==> config.mk <==
export PLATFORM = sky130hd
export DESIGN_NAME = fp_wb_arbiter
export DESIGN_NICKNAME = d
export VERILOG_FILES = /design/src/rtl/fp_wb_pkg.sv /design/src/rtl/fp_scoreboard.sv /design/src/rtl/fp_wb_arbiter.sv
export SDC_FILE = /design/constraint.sdc
export NUM_CORES = 1
export LEC_CHECK = 0
export ABC_CLOCK_PERIOD_IN_PS = 6830
export BUFFER_PORTS_ARGS = -buffer_cell sky130_fd_sc_hd__buf_2
export CORE_AREA = 3 3 131 133
export DETAILED_ROUTE_END_ITERATION = 8
export DIE_AREA = 0 0 134 136
export SLEW_MARGIN = 20
export SYNTH_ARGS = -nofsm -noshare
export SYNTH_HDL_FRONTEND = slang
export SYNTH_SLANG_ARGS = --single-unit
==> constraint.sdc <==
create_clock -name clk -period 6.83 [get_ports clk]
set_input_delay 1.0245 -clock clk [delete_from_list [all_inputs] [get_ports clk]]
set_output_delay 1.0245 -clock clk [all_outputs]
set_load 0.02 [all_outputs]
==> src/rtl/fp_wb_pkg.sv <==
// FP writeback shared definitions.
// Widths, register count and the FP-space index helper.
package fp_wb_pkg;

    localparam int FP_ADDR_W  = 6;
    localparam int FP_DATA_W  = 32;
    localparam int FP_NREGS   = 32;
    localparam int FP_VLD_BIT = 5;

    function automatic logic [4:0] fp_idx(
        input logic [FP_ADDR_W-1:0] addr
    );
        return addr[4:0];
    endfunction

endpackage

==> src/rtl/fp_scoreboard.sv <==
// FP pending-destination scoreboard: set on issue, clear on commit,
// RAW/WAW stall with commit bypass, sticky error on unexpected commit.
// Ports: clk, reset (async low), issue_* (in), wb_we/wb_dest (in),
//        issue_stall, pending, wb_err (out).
module fp_scoreboard
    import fp_wb_pkg::*;
(
    input  logic                 clk,
    input  logic                 reset,
    input  logic                 issue_valid,
    input  logic [FP_ADDR_W-1:0] issue_dest,
    input  logic [FP_ADDR_W-1:0] issue_src1,
    input  logic [FP_ADDR_W-1:0] issue_src2,
    input  logic                 wb_we,
    input  logic [FP_ADDR_W-1:0] wb_dest,
    output logic                 issue_stall,
    output logic [FP_NREGS-1:0]  pending,
    output logic                 wb_err
);

    logic                byp;
    logic [4:0]          byp_idx;
    logic                haz_s1;
    logic                haz_s2;
    logic                haz_d;
    logic                set_v;
    logic [FP_NREGS-1:0] pend_nxt;

    assign byp     = wb_we & wb_dest[FP_VLD_BIT];
    assign byp_idx = fp_idx(wb_dest);

    // A register being committed this cycle is served by the regfile
    // bypass, so it no longer counts as a hazard.
    function automatic logic hazard(
        input logic [FP_ADDR_W-1:0] r,
        input logic [FP_NREGS-1:0]  pend,
        input logic                 bv,
        input logic [4:0]           bi
    );
        return r[FP_VLD_BIT] & pend[fp_idx(r)] & ~(bv & (bi == fp_idx(r)));
    endfunction

    always_comb begin
        haz_s1      = hazard(issue_src1, pending, byp, byp_idx);
        haz_s2      = hazard(issue_src2, pending, byp, byp_idx);
        haz_d       = hazard(issue_dest, pending, byp, byp_idx);
        issue_stall = issue_valid & (haz_s1 | haz_s2 | haz_d);
    end

    assign set_v = issue_valid & ~issue_stall & issue_dest[FP_VLD_BIT];

    // Clear first, then set: a new producer overrides the retiring one.
    always_comb begin
        pend_nxt = pending;
        if (byp) begin
            pend_nxt[byp_idx] = 1'b0;
        end
        if (set_v) begin
            pend_nxt[fp_idx(issue_dest)] = 1'b1;
        end
    end

    always_ff @(posedge clk or negedge reset) begin
        if (!reset) begin
            pending <= '0;
            wb_err  <= 1'b0;
        end else begin
            pending <= pend_nxt;
            if (byp & ~pending[byp_idx]) begin
                wb_err <= 1'b1;
            end
        end
    end

endmodule

==> src/rtl/fp_wb_arbiter.sv <==
// FP regfile writeback arbiter: round-robin between FPU result and load
// data, one-cycle registered write port, pending scoreboard for issue.
// Ports: clk, reset (async low), issue_*, alu_*, ld_*, Fp_* write port,
//        pending_po, wb_err_po.
module fp_wb_arbiter
    import fp_wb_pkg::*;
#(
    parameter int DATA_W      = FP_DATA_W,
    parameter int ADDR_W      = FP_ADDR_W,
    parameter int debug_param = 1
) (
    input  logic              clk,
    input  logic              reset,
    input  logic              issue_valid_pi,
    input  logic [ADDR_W-1:0] issue_dest_pi,
    input  logic [ADDR_W-1:0] issue_src1_pi,
    input  logic [ADDR_W-1:0] issue_src2_pi,
    output logic              issue_stall_po,
    input  logic              alu_valid_pi,
    input  logic [ADDR_W-1:0] alu_dest_pi,
    input  logic [DATA_W-1:0] alu_data_pi,
    output logic              alu_ready_po,
    input  logic              ld_valid_pi,
    input  logic [ADDR_W-1:0] ld_dest_pi,
    input  logic [DATA_W-1:0] ld_data_pi,
    output logic              ld_ready_po,
    output logic              Fp_we_po,
    output logic [ADDR_W-1:0] Fp_destReg_po,
    output logic [DATA_W-1:0] Fp_writeData_po,
    output logic [31:0]       pending_po,
    output logic              wb_err_po
);

    logic              prefer_ld;
    logic              gnt0;
    logic              gnt1;
    logic              xfer;
    logic [ADDR_W-1:0] sel_dest;
    logic [DATA_W-1:0] sel_data;

    // prefer_ld is set after an alu grant so the load side wins the next
    // contended cycle. Grants are held off while reset is asserted.
    assign gnt0 = reset & alu_valid_pi & (~ld_valid_pi | ~prefer_ld);
    assign gnt1 = reset & ld_valid_pi & (~alu_valid_pi | prefer_ld);
    assign xfer = gnt0 | gnt1;

    assign alu_ready_po = gnt0;
    assign ld_ready_po  = gnt1;

    assign sel_dest = gnt0 ? alu_dest_pi : ld_dest_pi;
    assign sel_data = gnt0 ? alu_data_pi : ld_data_pi;

    always_ff @(posedge clk or negedge reset) begin
        if (!reset) begin
            prefer_ld       <= 1'b0;
            Fp_we_po        <= 1'b0;
            Fp_destReg_po   <= '0;
            Fp_writeData_po <= '0;
        end else begin
            Fp_we_po <= xfer & sel_dest[FP_VLD_BIT];
            if (xfer) begin
                prefer_ld <= gnt0;
            end
            // Non-FP destinations are accepted but never reach the port.
            if (xfer & sel_dest[FP_VLD_BIT]) begin
                Fp_destReg_po   <= sel_dest;
                Fp_writeData_po <= sel_data;
            end
        end
    end

    fp_scoreboard u_sb (
        .clk         (clk),
        .reset       (reset),
        .issue_valid (issue_valid_pi),
        .issue_dest  (issue_dest_pi),
        .issue_src1  (issue_src1_pi),
        .issue_src2  (issue_src2_pi),
        .wb_we       (Fp_we_po),
        .wb_dest     (Fp_destReg_po),
        .issue_stall (issue_stall_po),
        .pending     (pending_po),
        .wb_err      (wb_err_po)
    );

    // Committed-write counter, visible in waveforms when debugging.
    generate
        if (debug_param != 0) begin : g_dbg
            logic [31:0] commit_cnt;
            always_ff @(posedge clk or negedge reset) begin
                if (!reset) begin
                    commit_cnt <= '0;
                end else if (Fp_we_po) begin
                    commit_cnt <= commit_cnt + 32'd1;
                end
            end
        end
    endgenerate

endmodule

== Word-level counts from Yosys, hierarchy flattened ==
Cells that the tools add are included.
W data, S select, Z words.

* Register bits: 73
* Bits of input ports: 99
* Word-level logic and storage cells: 68

* Order comparisons: 6
* Eq/ne operators: 3
* Muxes and demuxes: 16
* Bitwise logic cells: 35
* Reductions and logical operators: 2

{| class="wikitable"
|+ Operators by type and width
! cell !! count
|-
| $mux W32 || 3
|-
| $and A32 B32 Y32 || 1
|-
| $not A32 Y32 || 1
|-
| $or A32 B32 Y32 || 1
|-
| $lt A5 B6 Y1 const B || 4
|-
| $bmux W1 S5 || 4
|-
| $and A1 B1 Y1 || 19
|-
| $eq A5 B5 Y1 || 3
|-
| $demux W1 S5 || 2
|-
| $ge A5 B1 Y1 const B || 2
|-
| $not A1 Y1 || 8
|-
| $mux W1 || 6
|-
| $mux W6 || 1
|-
| $or A1 B1 Y1 || 5
|-
| $logic_and A1 B1 Y1 || 2
|}

== Logic depth before layout (Yosys ltp) ==
Gate-level depths: netlist (run 1).

* Depth after elaboration: 11
* Depth in mapped cells: 9
* Depth with buffers taken out: 6

== Modules after synthesis ==
A second synthesis (run 1) with hierarchy kept.

* Cells, all modules: 516
* Area total of the unflattened synthesis: 5022.3 µm²

{| class="wikitable"
|+ By module, submodules not included
! module !! instances !! cells each !! area each (µm²) !! sequential area each (µm²)
|-
| fp_scoreboard || 1 || 330 || 2995.4 || 825.8
|-
| fp_wb_arbiter || 1 || 186 || 2026.9 || 1001.0
|}

== Worst setup path after synthesis (run 1) ==
Ideal clock, no wire load.

* Kind: input to output
* Start: in issue_src1_pi[0]
* End: out issue_stall_po
* Arrival: 2785 ps
* Data required time: 5806 ps
* Slack: 3020 ps
* Stages on the path: 7
* Path buffers: 2
* Cells stage by stage: buf_6 > mux4_1 > mux4_2 > nor2_2 > o21ai_2 > buf_6 > o21a_1

* Cells in the longest elaborated chain, start to end: 7

{| class="wikitable"
|+ Ends and longest elaborated chain
! item !! line !! source
|-
| start, declared || fp_wb_arbiter.sv:16 || <nowiki>input logic [ADDR_W-1:0] issue_src1_pi,</nowiki>
|-
| $bmux W1 S5 / $eq A5 B5 Y1 (equally long branches) || fp_scoreboard.sv:40 || <nowiki>return r[FP_VLD_BIT] & pend[fp_idx(r)] & ~(bv & (bi == fp_idx(r)));</nowiki>
|-
| $mux W1 (not written as such) / $and A1 B1 Y1 (equally long branches) || fp_scoreboard.sv:40 ||
|-
| $and A1 B1 Y1 / $not A1 Y1 (equally long branches) || fp_scoreboard.sv:40 ||
|-
| $and A1 B1 Y1 * || fp_scoreboard.sv:40 ||
|-
| $or A1 B1 Y1 * (2 in series) || fp_scoreboard.sv:47 || <nowiki>issue_stall = issue_valid & (haz_s1 | haz_s2 | haz_d);</nowiki>
|-
| $and A1 B1 Y1 * || fp_scoreboard.sv:47 ||
|-
| end, declared || fp_wb_arbiter.sv:18 || <nowiki>output logic issue_stall_po,</nowiki>
|}

Mark *: on every way between the ends. The rest lies on a longest branch, timed or not. The select of a mux whose other input is x is not followed.

== Worst setup path after layout (run 1) ==
Ends and elaborated chain as after synthesis.

==> reports/qor_table.md, run 1 <==
| Quantity | Value |
| --- | --- |
| Clock root cell | clkbuf_16 |
| Resized cells post-CTS | 0 |
| Post-CTS clock slew at the launch and capture registers of the worst setup and hold paths | 0.06 ns |
| Final setup margin | 2.55 ns |
| Synth top area share | 38.0% |
| Layout cell share with drive strength beyond 1 | 42.4% |
| Clock latency of the later-clocked register in the worst-skew pair | 0.34 ns |
| Synthesized area | 4810 um2 |
| Top cells by area in the synthesized netlist | dfrtp_1, mux4_2, mux2i_1, o31ai_2, a21oi_1 |
| WS Path Type | input pin to output pin |
| Detail Placement HPWL | 12,400 um |
| Crit path launch type | input pin |
| Required @ worst endpoint | 5.81 ns |
| Area delta synth->final | 27.8% |
| Maximum number of buffers from clock root to sink | 2 |
| CTS tree | yes |
| Number of nets in the layout | 703 |
| Maximum number of pins on one net before global-route repair | 74 |
| Max-Cap Viols | 0 |
| Maximum fanout along the worst path | 33 |
| Post-layout min period | 4.28 ns |
| Total of endpoints with negative setup slack in the final report | 0 |
| Number of vias per cell after detailed routing | 5.45 |
| Drc violations | 0 |
| Cell type with the largest total area after synthesis | dfrtp_1 |
| Outcome | complete, no violations |
| Setup repair after global routing missed its margin | no |
| Post-synth cell types | 50 |
| Overflow left after global routing | 0 |
| Routability congestion estimate from global placement | 0.938 |
| Detailed-routing iteration count for the pre-antenna-repair pass | 5 |
| Quantity of I/O buffers inserted on ports | 173 |
| Starting utilization of the core area | 30.2% |
| Ratio of total power to cell area | 358 nW/um2 |
| Number of post-CTS setup repair buffers | 0 |
| Class of the tightest hold or removal check | flip-flop to flip-flop |
| Overall die area | 18,200 um2 |
| Vias in the first global route | 4,490 |
| Element type at the critical path end | output pin |
| Synthesized area per cell | 10.6 um2 |
| Final number of hold-violating endpoints | 0 |
| Clock tree sinks | 73 |
| Top-Level Pins | 174 |
| Util after Layout | 38.6% |
| Syn Nets | 552 |
| Placement-stage worst setup slack | 2.55 ns |
| Peak clock frequency supported by timing | 0.234 GHz |
| Number of antenna violations at the first check in global routing | 1 |
| Fillcell total | 1,621 |
| Setup TNS | 0 ns |
| Final slew viol count | 0 |
| Yosys warning total | 0 |
| Normalized max-slew margin | 22.7% |
| Number of storage elements in the synthesis netlist | 73 |
| Synth Flop Type | dfrtp_1 |
| Average wire length per cell after detail routing | 20.5 um |
| Sequential share of the synthesized area | 38.0% |
| First-pass GRT wire length | 25,700 um |
| Share of synthesized registers carrying an async set or reset | 100% |
| Ranking of synthesized cells by instance count | dfrtp_1, nor2_1, nand2_1, mux2i_1, a21oi_1 |
| Number of H-tree levels | 3 |
| DIE WIDTH | 134 um |
| WP data arrival | 3.26 ns |
| Core Box Area | 15,900 um2 |
| Lkg Pwr | 2.35 nW |
| Hold-fix buffer count after cts | 0 |
| Share of the cycle needed by the critical path after routing | 62.7% |
| Number of enable flip-flop cells after synthesis | 0 |
| Worst vdd ir | 0.000189 V |
| Detailed-route via count | 4,505 |
| Vert. Die Dim | 136 um |
| Violation count after the first detailed-route iteration | 458 |
| Synthesized instance count | 453 |
| TritonCTS buffer count | 9 |
| Most frequent cell after synthesis | dfrtp_1 |
| WL final | 17,000 um |
| Row count | 46 |
| Gr usage total | 18.4% |
| Antenna viol nets, final | 0 |
| Actual transition at the worst max-transition pin | 1.15 ns |
| Skew final | 0.0157 ns |
registers in the layout, summed over array words and instances, names as in the netlist:
name             count
u_sb.wb_err          1
Fp_we_po             1
u_sb.pending        32
prefer_ld            1
Fp_writeData_po     32
Fp_destReg_po        6
metal layers:
layer  global-route usage, %  wire, um  vias up
li1                        -         -     1999
met3                    4.37      1430       53
met1                    23.3      6620     2204
met2                    29.2      8180      249
met5                       0         0        -
met4                    10.1       727        0
cell families after synthesis:
kind of cell,count (synthesis),share of synthesized area [%]
buffers and inverters,42,4.21
and+or+nand+nor,125,12.1
DFF,73,38.0
muxes,75,24.5
AOI/OAI and AO/OA,126,19.0
xor gates and xnor gates,12,2.18
stage by stage:
stage                     total power [W]  hold slack [ns]  instance area [um2]  instances
after global placement            0.00169            0.469                 5810        808
after floorplan                   0.00134            0.479                 4810        453
after global routing              0.00232            0.506                 6150        826
after CTS                         0.00221            0.491                 6140        825
final                             0.00220            0.483                 6150        826
after detailed placement          0.00171            0.474                 5840        809
worst max-delay path, stage by stage:
cell,delay [ns]
buf_2,0.25
mux4_1,0.59
mux4_2,0.48
nor2_2,0.14
o21ai_4,0.06
buf_4,0.30
o21a_1,0.24
buf_2,0.15
cells in the final DEF, fill, tap and decap left out, drive strengths merged, types with 4 or more instances in the layout:
master and count:
buf 178, nand3 5, dfrtp 73, a22oi 5, o31ai 32, mux2i 42
nand2 43, clkbuf 10, inv 5, nand4 4, xor2 4, nor2b 5
xnor2 8, o21ai 35, a21oi 41, nor3b 5, nor2 46, mux4 32
path summary, 6_finish.rpt:
| kind | end | slack (ns) | depth (start not counted) | from |
|---|---|---|---|---|
| max | issue_stall_po | 2.55 | 8 | issue_src1_pi[0] |
| min | u_sb.wb_err$_DFFE_PN0P_ | 0.48 | 1 | u_sb.wb_err$_DFFE_PN0P_ |
| max in group asynchronous | Fp_destReg_po[3]$_DFFE_PN0P_ | 5.25 | 2 | reset |
| min in group asynchronous | u_sb.pending[29]$_DFF_PN0_ | 0.99 | 2 | reset |
| max reg2reg | u_sb.pending[9]$_DFF_PN0_ | 4.13 | 6 | Fp_destReg_po[1]$_DFFE_PN0P_ |
| min reg2reg | u_sb.wb_err$_DFFE_PN0P_ | 0.48 | 1 | u_sb.wb_err$_DFFE_PN0P_ |
area by class of cell:
cell class | instances | area (um2) | area share (%)
antenna | 1 | 2.50 | 0.0407
timing repair buffer | 178 | 918 | 14.9
clock buffer | 10 | 239 | 3.88
sequential | 73 | 1830 | 29.7
inverter | 4 | 15.0 | 0.244
multi-input combinational | 338 | 2810 | 45.7
tap | 216 | 270 | 4.39
clock inverter | 6 | 66.3 | 1.08
power breakdown:
group	switching [W]	internal, W
clock	0.000199	0.000294
sequential	0.000251	0.000563
combinational	0.000504	0.000393
total	0.000954	0.00125
Note: power is estimated with default switching activity, not from simulation.
==> run 2: changes to the inputs <==
- ABC_CLOCK_PERIOD_IN_PS: 6830 -> 3500
- clock period: 6.83 -> 3.5 ns (I/O delays scaled with it)
==> reports/qor_table.md, run 2 (synthesis results as in run 1) <==
| Quantity | Value | Delta |
| --- | --- | --- |
| Post-placement cell count | 818 | was 809 |
| Vert. Die Dim | 136 um | unchanged |
| Capture instance of the worst register-to-register path | u_sb.pending[23]$_DFF_PN0_ | was u_sb.pending[9]$_DFF_PN0_ |
| Leading registers by flop count | Fp_writeData_po: 32 flops, u_sb.pending: 32 flops, Fp_destReg_po: 6 flops | unchanged |
| Cell area reported after detailed placement | 5890 um2 | was 5840 um2 |
| Most common cell after layout, fill and taps aside | buf_2 | unchanged |
| First-pass GRT wire length | 25,800 um | was 25,700 um |
| Fillcell total | 1,602 | was 1,621 |
| Ratio of total power to cell area | 696 nW/um2 | was 358 nW/um2 |
| TritonCTS buffer count | 9 | unchanged |
| Overflow left after global routing | 0 | unchanged |
| Clock latency of the later-clocked register in the worst-skew pair | 0.34 ns | about the same |
| CTS tree | yes | unchanged |
| Number of antenna violations at the first check in global routing | 1 | unchanged |
| Outcome | complete, no violations | unchanged |
| Post-layout min period | 2.97 ns |  |
| Internal power | 0.00244 W | was 0.00125 W |
| DIE WIDTH | 134 um | unchanged |
| Peak clock frequency supported by timing | 0.337 GHz |  |
| Launch point of the worst reg-to-reg path | u_sb.pending[18]$_DFF_PN0_ | was Fp_destReg_po[1]$_DFFE_PN0P_ |
| Routability congestion estimate from global placement | 1.00 | was 0.938 |
| Detailed-routing iteration count for the pre-antenna-repair pass | 5 | unchanged |
| Overall die area | 18,200 um2 | unchanged |
| Top-Level Pins | 174 | unchanged |
| Violation count after the first detailed-route iteration | 370 | was 458 |
| Minimum setup slack among reg-to-reg paths | 0.94 ns | was 4.13 ns |
| Detailed-route via count | 4,570 | was 4,505 |
| Quantity of I/O buffers inserted on ports | 173 | unchanged |
| Worst vdd ir | 0.000313 V | was 0.000189 V |
| WS Path Type | flip-flop to output pin | was input pin to output pin |
| Class of the tightest hold or removal check | flip-flop to flip-flop | unchanged |
| Number of cells traversed by the worst register-to-register path | 6 | unchanged |
| Drc violations | 0 | unchanged |
| Number of vias per cell after detailed routing | 5.47 | was 5.45 |
| Maximum fanout along the worst path | 6 | was 33 |
| Start point of the worst hold path | u_sb.wb_err$_DFFE_PN0P_ | unchanged |
| Switching power | 0.00188 W | was 0.000954 W |
| Hold Path End | u_sb.wb_err$_DFFE_PN0P_ | unchanged |
| Number of cells traversed by the worst hold path | 1 | unchanged |
| Placement-stage worst setup slack | 0.554 ns | was 2.55 ns |
| Non-Filler Instances | 836 | was 826 |
| Resized cells post-CTS | 0 | unchanged |
| Lkg Pwr | 2.40 nW | was 2.35 nW |
| Antenna viol nets, final | 0 | unchanged |
| Sw Share | 43.5% | was 43.3% |
| Area of all placed cells without fillers | 6200 um2 | was 6150 um2 |
| WP data arrival | 2.44 ns | was 3.26 ns |
| WL final | 17,300 um | was 17,000 um |
| Maximum number of buffers from clock root to sink | 2 | unchanged |
| Starting utilization of the core area | 30.2% | unchanged |
| Required @ worst endpoint | 2.97 ns | was 5.81 ns |
| Element type at the critical path end | output pin | unchanged |
| Crit path launch type | flip-flop | was input pin |
| Final slew viol count | 0 | unchanged |
| Area delta synth->final | 28.8% | was 27.8% |
| Post-CTS clock slew at the launch and capture registers of the worst setup and hold paths | 0.06 ns | about the same |
| Number of nets in the layout | 713 | was 703 |
| Core Box Area | 15,900 um2 | unchanged |
| Clock tree sinks | 73 | unchanged |
| Final setup margin | 0.533 ns | was 2.55 ns |
| Clock share of power | 21.9% | was 22.4% |
| Clock root cell | clkbuf_16 | unchanged |
| Maximum number of pins on one net before global-route repair | 73 | was 74 |
| Setup TNS | 0 ns | unchanged |
| Combinational group share of total power | 42.1% | was 40.7% |
| Share of the cycle needed by the critical path after routing | 84.8% |  |
| Row count | 46 | unchanged |
| Setup repair after global routing missed its margin | no | unchanged |
| Vias in the first global route | 4,584 | was 4,490 |
| Skew final | 0.0119 ns | was 0.0157 ns |
| Total of endpoints with negative setup slack in the final report | 0 | unchanged |
| Number of H-tree levels | 3 | unchanged |
| Detail Placement HPWL | 12,700 um | was 12,400 um |
| Sequential fraction of design power | 36.0% | was 36.9% |
| Normalized max-slew margin | 38.5% | was 22.7% |
| Gr usage total | 18.3% | was 18.4% |
| Final number of hold-violating endpoints | 0 | unchanged |
| Actual transition at the worst max-transition pin | 0.922 ns | was 1.15 ns |
| Commonest cells after routing, fill and taps aside | buf_2, dfrtp_1, nor2_1 | unchanged |
| Average wire length per cell after detail routing | 20.7 um | was 20.5 um |
| Layout cell share with drive strength beyond 1 | 42.8% | was 42.4% |
| Max-Cap Viols | 0 | unchanged |
[run 2: changes by cell type in the layout (fill, tap and decap cells not counted), sizes merged]
cell	before	now
buf	178	187
clkinv	1	4
clkinvlp	3	1
clkbuf	10	9
dlygate4sd3	0	1
[run 2: per-stage QoR]
stage | utilization, % | hold WS [ns] | total power, W
finish | 38.9 | 0.485 | 0.00431
global route | 38.9 | 0.487 | 0.00451
CTS | 38.9 | 0.474 | 0.00432
detailed placement | 36.9 | 0.326 | 0.00335
global placement | 36.9 | 0.327 | 0.00330
floorplan | - | 0.229 | 0.00261
[run 2: what timing repair did]
item / CTS / global route
hold buffers: 1 / 0
endpoints found under the hold margin: 1 / 0
buffers inserted: 0 / 0
setup endpoints to repair: 0 / 0
[run 2: worst max-delay path: stages (launching register included)]
cell and delay [ns]:
dfrtp_1 0.50, mux4_1 0.55, mux4_2 0.49, nor2_2 0.14, o21ai_4 0.06, o21a_1 0.20
buf_2 0.15
[run 2: worst max-delay path by stage]
stage                          startpoint             end  slack, ns  depth (start not counted)
2_1_floorplan            issue_src1_pi[0]  issue_stall_po       0.69                          7
3_3_place_gp             issue_src1_pi[0]  issue_stall_po       0.61                          7
3_5_place_dp             issue_src1_pi[0]  issue_stall_po       0.55                          7
4_1_cts        u_sb.pending[18]$_DFF_PN0_  issue_stall_po       0.53                          6
5_1_grt        u_sb.pending[18]$_DFF_PN0_  issue_stall_po       0.47                          6
6_report       u_sb.pending[18]$_DFF_PN0_  issue_stall_po       0.53                          6
[run 2: cell type report]
cell class                      instances  area [um2]  share of cell area [%]
Multi-Input combinational cell        338        2800                    45.2
Inverter                                4        15.0                   0.242
Timing Repair Buffer                  188         983                    15.9
Clock buffer                            9         225                    3.63
Antenna cell                            1        2.50                  0.0404
Sequential cell                        73        1830                    29.5
Clock inverter                          7        70.1                    1.13
Tap cell                              216         270                    4.36
[run 2: power groups by stage]
stage	clock network, W	registers (W)	logic (W)
finish	0.000944	0.00155	0.00182
global route	0.00100	0.00156	0.00194
CTS	0.000969	0.00152	0.00182
detailed placement	0	0.00154	0.00181
global placement	0	0.00153	0.00177
floorplan	0	0.00165	0.000962
[run 2: layer usage]
| metal | part of all wire, % | GRT usage, % |
|---|---|---|
| met1 | 40 | 23.5 |
| met4 | 3.5 | 9.77 |
| met5 | 0 | 0 |
| met2 | 48 | 29.2 |
| met3 | 8.3 | 3.85 |
